**src/rtl/urng_range_sampler.sv**
```systemverilog
// Mask-and-reject range sampler for a 32-bit URNG word stream.
// Produces uniform integers in [0, range), buffered in a small first-word-fall-through FIFO.
module urng_range_sampler #(
  parameter int             W           = 32,
  parameter int             FIFO_DEPTH  = 4,
  parameter int             CNT_W       = 16,
  parameter logic [W-1:0]   RESET_RANGE = '0
) (
  input  logic             clk,
  input  logic             rst_n,
  input  logic             range_load,
  input  logic [W-1:0]     range_in,
  input  logic             in_valid,
  input  logic [W-1:0]     in_data,
  output logic             in_ready,
  output logic             out_valid,
  output logic [W-1:0]     out_data,
  input  logic             out_ready,
  output logic             busy,
  output logic [CNT_W-1:0] take_cnt,
  output logic [CNT_W-1:0] reject_cnt
);

  localparam int AW = $clog2(FIFO_DEPTH);

  typedef enum logic {CFG, RUN} state_t;

  state_t state, state_nxt;

  logic [W-1:0]  range_q;
  logic [W-1:0]  mask_q;
  logic [W-1:0]  data_p0;
  logic [W-1:0]  cand_p1;
  logic          vld_p0;
  logic          vld_p1;
  logic [W-1:0]  mem [FIFO_DEPTH];
  logic [AW-1:0] wr_ptr;
  logic [AW-1:0] rd_ptr;
  logic [AW:0]   count;
  logic [W-1:0]  last_q;
  logic [AW+1:0] occ;
  logic          accept;
  logic          keep_p1;
  logic          push;
  logic          pop;

  // Smear every bit below the MSB of r1 to one.
  function automatic logic [W-1:0] smear_mask(input logic [W-1:0] r1);
    logic [W-1:0] m;
    m = r1;
    for (int i = W - 2; i >= 0; i--) m[i] = m[i] | m[i+1];
    return m;
  endfunction

  function automatic logic [CNT_W-1:0] sat_inc(input logic [CNT_W-1:0] c);
    return (&c) ? c : c + 1'b1;
  endfunction

  always_comb begin
    state_nxt = state;
    case (state)
      CFG:     state_nxt = RUN;
      default: state_nxt = state;
    endcase
    if (range_load) state_nxt = CFG;
  end

  // Credit covers FIFO entries plus words still travelling through p0/p1.
  assign occ       = {1'b0, count} + {{(AW+1){1'b0}}, vld_p0} + {{(AW+1){1'b0}}, vld_p1};
  assign in_ready  = (state == RUN) & ~range_load & (occ < (AW+2)'(FIFO_DEPTH));
  assign accept    = in_valid & in_ready;
  assign keep_p1   = (range_q == '0) | (cand_p1 < range_q);
  assign push      = vld_p1 & keep_p1 & ~range_load;
  assign out_valid = (count != '0);
  assign pop       = out_valid & out_ready;
  assign out_data  = out_valid ? mem[rd_ptr] : last_q;
  assign busy      = (state == CFG) | vld_p0 | vld_p1 | out_valid;

  always_ff @(posedge clk or negedge rst_n) begin
    if (!rst_n) begin
      state      <= CFG;
      range_q    <= RESET_RANGE;
      mask_q     <= '0;
      vld_p0     <= 1'b0;
      vld_p1     <= 1'b0;
      wr_ptr     <= '0;
      rd_ptr     <= '0;
      count      <= '0;
      take_cnt   <= '0;
      reject_cnt <= '0;
      last_q     <= '0;
    end else begin
      state <= state_nxt;
      if (pop) last_q <= mem[rd_ptr];
      if (range_load) begin
        range_q    <= range_in;
        vld_p0     <= 1'b0;
        vld_p1     <= 1'b0;
        wr_ptr     <= '0;
        rd_ptr     <= '0;
        count      <= '0;
        take_cnt   <= '0;
        reject_cnt <= '0;
      end else begin
        if (state == CFG) mask_q <= smear_mask(range_q - 1'b1);
        vld_p0 <= accept;
        vld_p1 <= vld_p0;
        if (vld_p0) take_cnt <= sat_inc(take_cnt);
        if (vld_p1 && !keep_p1) reject_cnt <= sat_inc(reject_cnt);
        if (push) wr_ptr <= wr_ptr + 1'b1;
        if (pop) rd_ptr <= rd_ptr + 1'b1;
        count <= count + {{AW{1'b0}}, push} - {{AW{1'b0}}, pop};
      end
    end
  end

  // p0: raw word captured at accept; p1: masked candidate; then FIFO write.
  always_ff @(posedge clk) begin
    if (accept) data_p0 <= in_data;
    if (vld_p0) cand_p1 <= data_p0 & mask_q;
    if (push) mem[wr_ptr] <= cand_p1;
  end

endmodule

```
**config.mk**
```make
export PLATFORM = sky130hd
export DESIGN_NAME = urng_range_sampler
export DESIGN_NICKNAME = d
export VERILOG_FILES = /design/src/rtl/urng_range_sampler.sv
export SDC_FILE = /design/constraint.sdc
export NUM_CORES = 1
export LEC_CHECK = 0
export CORE_ASPECT_RATIO = 0.5
export CORE_UTILIZATION = 52
export CTS_CLUSTER_DIAMETER = 120
export DETAILED_ROUTE_END_ITERATION = 12
export GPL_ROUTABILITY_DRIVEN = 1
export GPL_TIMING_DRIVEN = 1
export HOLD_SLACK_MARGIN = 0.03
export PLACE_DENSITY = 0.76
export SETUP_SLACK_MARGIN = 0.1
export SYNTH_ARGS = -nofsm -noshare
export SYNTH_HDL_FRONTEND = slang
export SYNTH_SLANG_ARGS = --single-unit
```
**constraint.sdc**
```tcl
create_clock -name clk -period 3.71 [get_ports clk]
set_clock_uncertainty 0.2 [all_clocks]
set_input_delay 0.9275 -clock clk [delete_from_list [all_inputs] [get_ports clk]]
set_output_delay 0.9275 -clock clk [all_outputs]
set_load 0.02 [all_outputs]
```
Word level (Yosys, flattened, before mapping)
Memory sizes are Yosys's and may differ from the RTL's.
Cells that the tools add are included.

word-level totals
  flip-flop bits (word level) = 202
  latch bits = 0
  memory bits (writable) = 128
  ROM bits = 0
  input port bits = 69
  word-level logic and storage cells = 101
  memories = 1

memories
  name  depth  bits a word  rd ports  clocked after memory_dff  write ports  line  RTL
  mem   4      32           1         0                         1            36    logic [W-1:0] mem [FIFO_DEPTH];

cells by class
  $add $sub $neg = 9
  $mul = 0
  div/mod/pow operators = 0
  magnitude comparators = 2
  equality and inequality tests = 2
  shifts and indexed selects = 0
  mux-type cells = 17
  bitwise gates (word level) = 44
  reductions and logical operators = 13

operators by type and width
  operator                                                    count
  two-way mux 16 bit                                          6
  OR 1 bit                                                    35
  adder 16 x 1 -> 16 bit, second input constant               2
  bitwise AND 32 bit                                          1
  logical NOT 32 bit                                          1
  less-than comparator 32 bit                                 1
  two-way mux 32 bit                                          1
  AND reduction 16 bit                                        2
  subtractor 32 x 1 -> 32 bit, second input constant          1
  two-way mux 2 bit                                           4
  nonzero test 2 bit                                          4
  bitwise AND 1 bit                                           6
  AND reduction 2 bit                                         3
  two-way mux 1 bit                                           5
  adder 2 x 1 -> 2 bit, second input constant                 2
  adder 3 x 1 -> 4 bit                                        1
  adder 4 x 1 -> 4 bit                                        1
  less-than comparator 4 x 3 -> 1 bit, second input constant  1
  inequality test 2 bit, second input constant                2
  adder 3 x 1 -> 3 bit                                        1
  two-way mux 3 bit                                           1
  nonzero test 3 bit                                          1
  subtractor 3 x 1 -> 3 bit                                   1
  NOT 1 bit                                                   2
  2 further kinds                                             2

Depth between registers and ports, before layout
  depth in word-level cells = 32
  gate-level depth with buffers = 17
  gate-level depth less buffers = 16

Least setup slack after synthesis
Ideal clock, no wire load.

  kind = flip-flop to flip-flop
  start point = register range_q[18]
  end point = memory mem[0][0], enable pin
  library setup time = 0.392 ns
  arrival time = 3.192 ns
  slack = -0.074 ns
  cell stages (with the launch flop) = 9
  buffers on the path = 0
  cells stage by stage = dfrtp_1 -> or4_4 -> nor4_1 -> and2_1 -> nand2_1 -> o21ai_0 -> o311ai_0 -> nor2_1 -> and2_1

between the ends
  longest elaborated chain between the ends = 6
  elaborated cells on any way between the ends = 7
  those cells by class = 1 x order compare; 2 x mux; 3 x bitwise; 1 x reduce/logical

ends and longest elaborated chain
  what                                                               line  RTL
  start: declaration                                                 30    logic [W-1:0] range_q;
  start signal: assignment                                           96    range_q <= range_in;
  less-than comparator 32 bit or logical NOT 32 bit (tied branches)  72    assign keep_p1 = (range_q == '0) | (cand_p1 < range_q);
  OR 1 bit (*)                                                       72
  bitwise AND 1 bit (*) (2 in series)                                73    assign push = vld_p1 & keep_p1 & ~range_load;
  two-way mux 1 bit (*)                                              121   if (push) mem[wr_ptr] <= cand_p1;
  two-way mux 1 bit (not written as such) (*)                        121
  end: declaration                                                   36

Every way passes the cells marked *; elsewhere a longest branch is shown, timed or not.

Worst setup path in the final report
  start point = register range_q[17]
  end point = register count[1]

between the ends
  longest elaborated chain between the ends = 7
  elaborated cells on any way between the ends = 8
  those cells by class = 2 x add/sub; 1 x order compare; 1 x mux; 3 x bitwise; 1 x reduce/logical

ends and longest elaborated chain
  what                                                               line  RTL
  less-than comparator 32 bit or logical NOT 32 bit (tied branches)  72
  OR 1 bit (*)                                                       72
  bitwise AND 1 bit (*) (2 in series)                                73
  adder 3 x 1 -> 3 bit (*)                                           112   count <= count + {{AW{1'b0}}, push} - {{AW{1'b0}}, pop};
  subtractor 3 x 1 -> 3 bit (*)                                      112
  two-way mux 3 bit (*)                                              95    if (range_load) begin
  end signal: assignment                                             112
  end: declaration                                                   39    logic [AW:0] count;

Marks and branches as above.
A chain may end at the register's enable or synchronous reset.

==> reports/results.ini <==
[finish]
area_growth_pct=22.2
stdcell_area_mm2=0.0179
antenna_cells=0
multi_input_area_mm2=0.00522
filler_cell_count=1946
layout_commonest_cell=edfxtp_1
final-seq-area_mm2=0.00922
drive_gt1_frac=0.198
nets=1399
final_cell_mix=edfxtp_1, dfrtp_1, clkdlybuf4s50_1, nor2_1, mux2_2
utilization=0.661

[hold_path]
hp-class=input pin to async pin

[timing]
finalSetupViolations=0
fmax_mhz=279
hold_slack_ns=0.200
rsz0062_at_grt=yes
min_period_ns=3.58
fin_crit_sh=0.966
slew_headroom=0.430
hold_viol_final=0
fin_setup_tns_ns=0
tightest_slew_ns=0.854
drv_slew=0

[worst_setup_path]
cp-startpoint=range_q[17]$_DFFE_PN0P_
path_max_fanout=3
worstSetupPathType=register to register
cp.arrival_ns=3.82
cp_data_required_time_ns=3.94
worstReg2RegStart=range_q[17]$_DFFE_PN0P_
worst_setup_path_end_kind=register
start_kind=register

[place]
io_buffers=135
dp_hpwl_um=24000
place_congestion=0.937
post_dp_cell_area_mm2=0.0167

[floorplanning]
boundaryPins=136
die_w_um=239
start_util=0.541
core_area_mm2=0.0271
dieArea_mm2=0.0289
die_h_um=121
fp-row-count=42

[drt]
drt-initial-drc-count=826
routed_via_density=5.72
ant_nets=0
num_vias=9639
wire_per_inst_um=20.9
routed_wl_um=35100
drc=0
drt_first_pass_iters=5

[synth]
yosysSeqAreaShare=0.630
yosys.cell_types.count=58
synth_edf_count=192
ys.flop_type=edfxtp_1
synth_adder_area_share=0.0373
synth_compound_area_frac=0.0612
synth_area_per_cell_um2=13.3
synth_xor_area_frac=0.0215
synth_top_family_by_area=simple AND/OR/NAND/NOR gates
synth_fp_nets=1212
syn_inst=1100
synth-simple-area-share=0.121
synth_async_sr_flop_share=0.418
syn-cell-area_mm2=0.0146
yosys_warnings=0
synthMuxAreaShare=0.105
ys_ff_latch=330

[pwr]
vdd.ir_drop.worst_mv=0.371
power_density_mw_per_mm2=572
p_total_mw=10.2
power.leakage_nw=6.63

[clocking]
clkTransAtPathRegs_ns=0.06
numCtsBuffers=29
cts_sinks=330
insertion_delay_ns=0.57
root_buffer=clkbuf_16
cts_tree=yes
cts_buffer_depth=3
htreeDepth=1
ctsHoldBuffers=0

[job]
maxCapViolCount=0

[global_routing]
gr-total-overflow=0
grt_max_degree=83
grt_pass1_wl_um=55300
grt_pass1_vias=9850
grt_use_total=0.254
antenna_found_initial=0

[run_status]
status=finished, final reports clean

what timing repair did:
item,4_1_cts,5_1_grt
buffers inserted,0,11
cloned,1,0
gates resized for setup,44,36
endpoints found under the setup margin,167,23
pin swaps,1,12
power breakdown:
group	internal (mW)	switching, mW	total [mW]
clock	1.72	1.35	3.06
sequential	4.19	0.205	4.39
combinational	1.36	1.42	2.78
total	7.26	2.98	10.2
logic make-up after synthesis:
group,Yosys count
mux,105
compound gates,148
simple gates,346
fa+ha+maj,43
flops,330
xor+xnor,36
buf+inv,92
layer usage:
layer  global-route usage  vias up  wire [um]  part of all wire
met5                    0        -          0                 0
met4               0.0457        0        591             0.017
met3               0.0539       42       2310             0.066
met2                0.420      288      16600              0.47
met1                0.352     4885      15600              0.44
li1                     -     4424          -                 -
final cells by class:
class                           instances  share of cell area
Inverter                               50              0.0105
Multi-Input combinational cell        678               0.291
Clock inverter                         17             0.00993
Clock buffer                           37              0.0439
Tap cell                              374              0.0261
Timing Repair Buffer                  198               0.103
Sequential cell                       330               0.515
cell usage after synthesis, types with 5 or more instances:
cell	number	area share
nor4_1	12	0.0051
clkbuf_1	33	0.0085
xnor2_1	32	0.019
nand4_1	18	0.0077
edfxtp_1	192	0.39
and4_1	5	0.0030
mux2_2	69	0.053
and2_1	47	0.020
a21o_1	8	0.0041
nor2b_1	8	0.0034
nand2_1	68	0.017
ha_1	42	0.036
a21oi_1	48	0.016
nor2_1	94	0.024
nor3_1	26	0.0089
buf_1	7	0.0018
inv_1	49	0.013
and3_1	10	0.0043
mux4_2	32	0.049
a31oi_1	9	0.0038
dfrtp_1	138	0.24
nand3_1	20	0.0068
o21ai_0	48	0.016
or3_1	13	0.0056
through the flow:
stage | worst slack [ns] | cells
after floorplan | 0.161 | 1100
after global placement | 0.0756 | 1618
after detailed placement | -0.00303 | 1618
after CTS | 0.108 | 1673
after global routing | 0.0284 | 1684
final | 0.128 | 1684
state kept, by name, summed over array words and instances, names as in the netlist:
signal      count
cand_p1        32
take_cnt       16
state           1
data_p0        32
mask_q         32
wr_ptr          2
rd_ptr          2
reject_cnt     16
last_q         32
count           3
mem           128
vld_p1          1
range_q        32
vld_p0          1
worst paths after layout:
path	slack, ns	end	cells past startpoint
worst min register to register	0.30	mask_q[28]$_DFFE_PN0P_	1
max in group asynchronous	2.29	mask_q[19]$_DFFE_PN0P_	2
min in group clk	0.30	mask_q[28]$_DFFE_PN0P_	1
worst max register to register	0.13	count[1]$_DFF_PN0_	14
worst min-delay path	0.20	reject_cnt[4]$_DFFE_PN0P_	1
worst max-delay path	0.13	count[1]$_DFF_PN0_	14
worst max-delay path, cell delays in order (launching register included):
cell and delay (ns):
dfrtp_1 0.39, or4_4 0.55, buf_6 0.14, nor4_4 0.34
and2_4 0.21, nand2_2 0.05, o21ai_2 0.18, o311ai_4 0.13
nor2_2 0.16, inv_1 0.05, ha_1 0.28, inv_1 0.06
ha_2 0.16, fa_2 0.42, nor2b_4 0.13
Note: power is estimated with default switching activity, not from simulation.
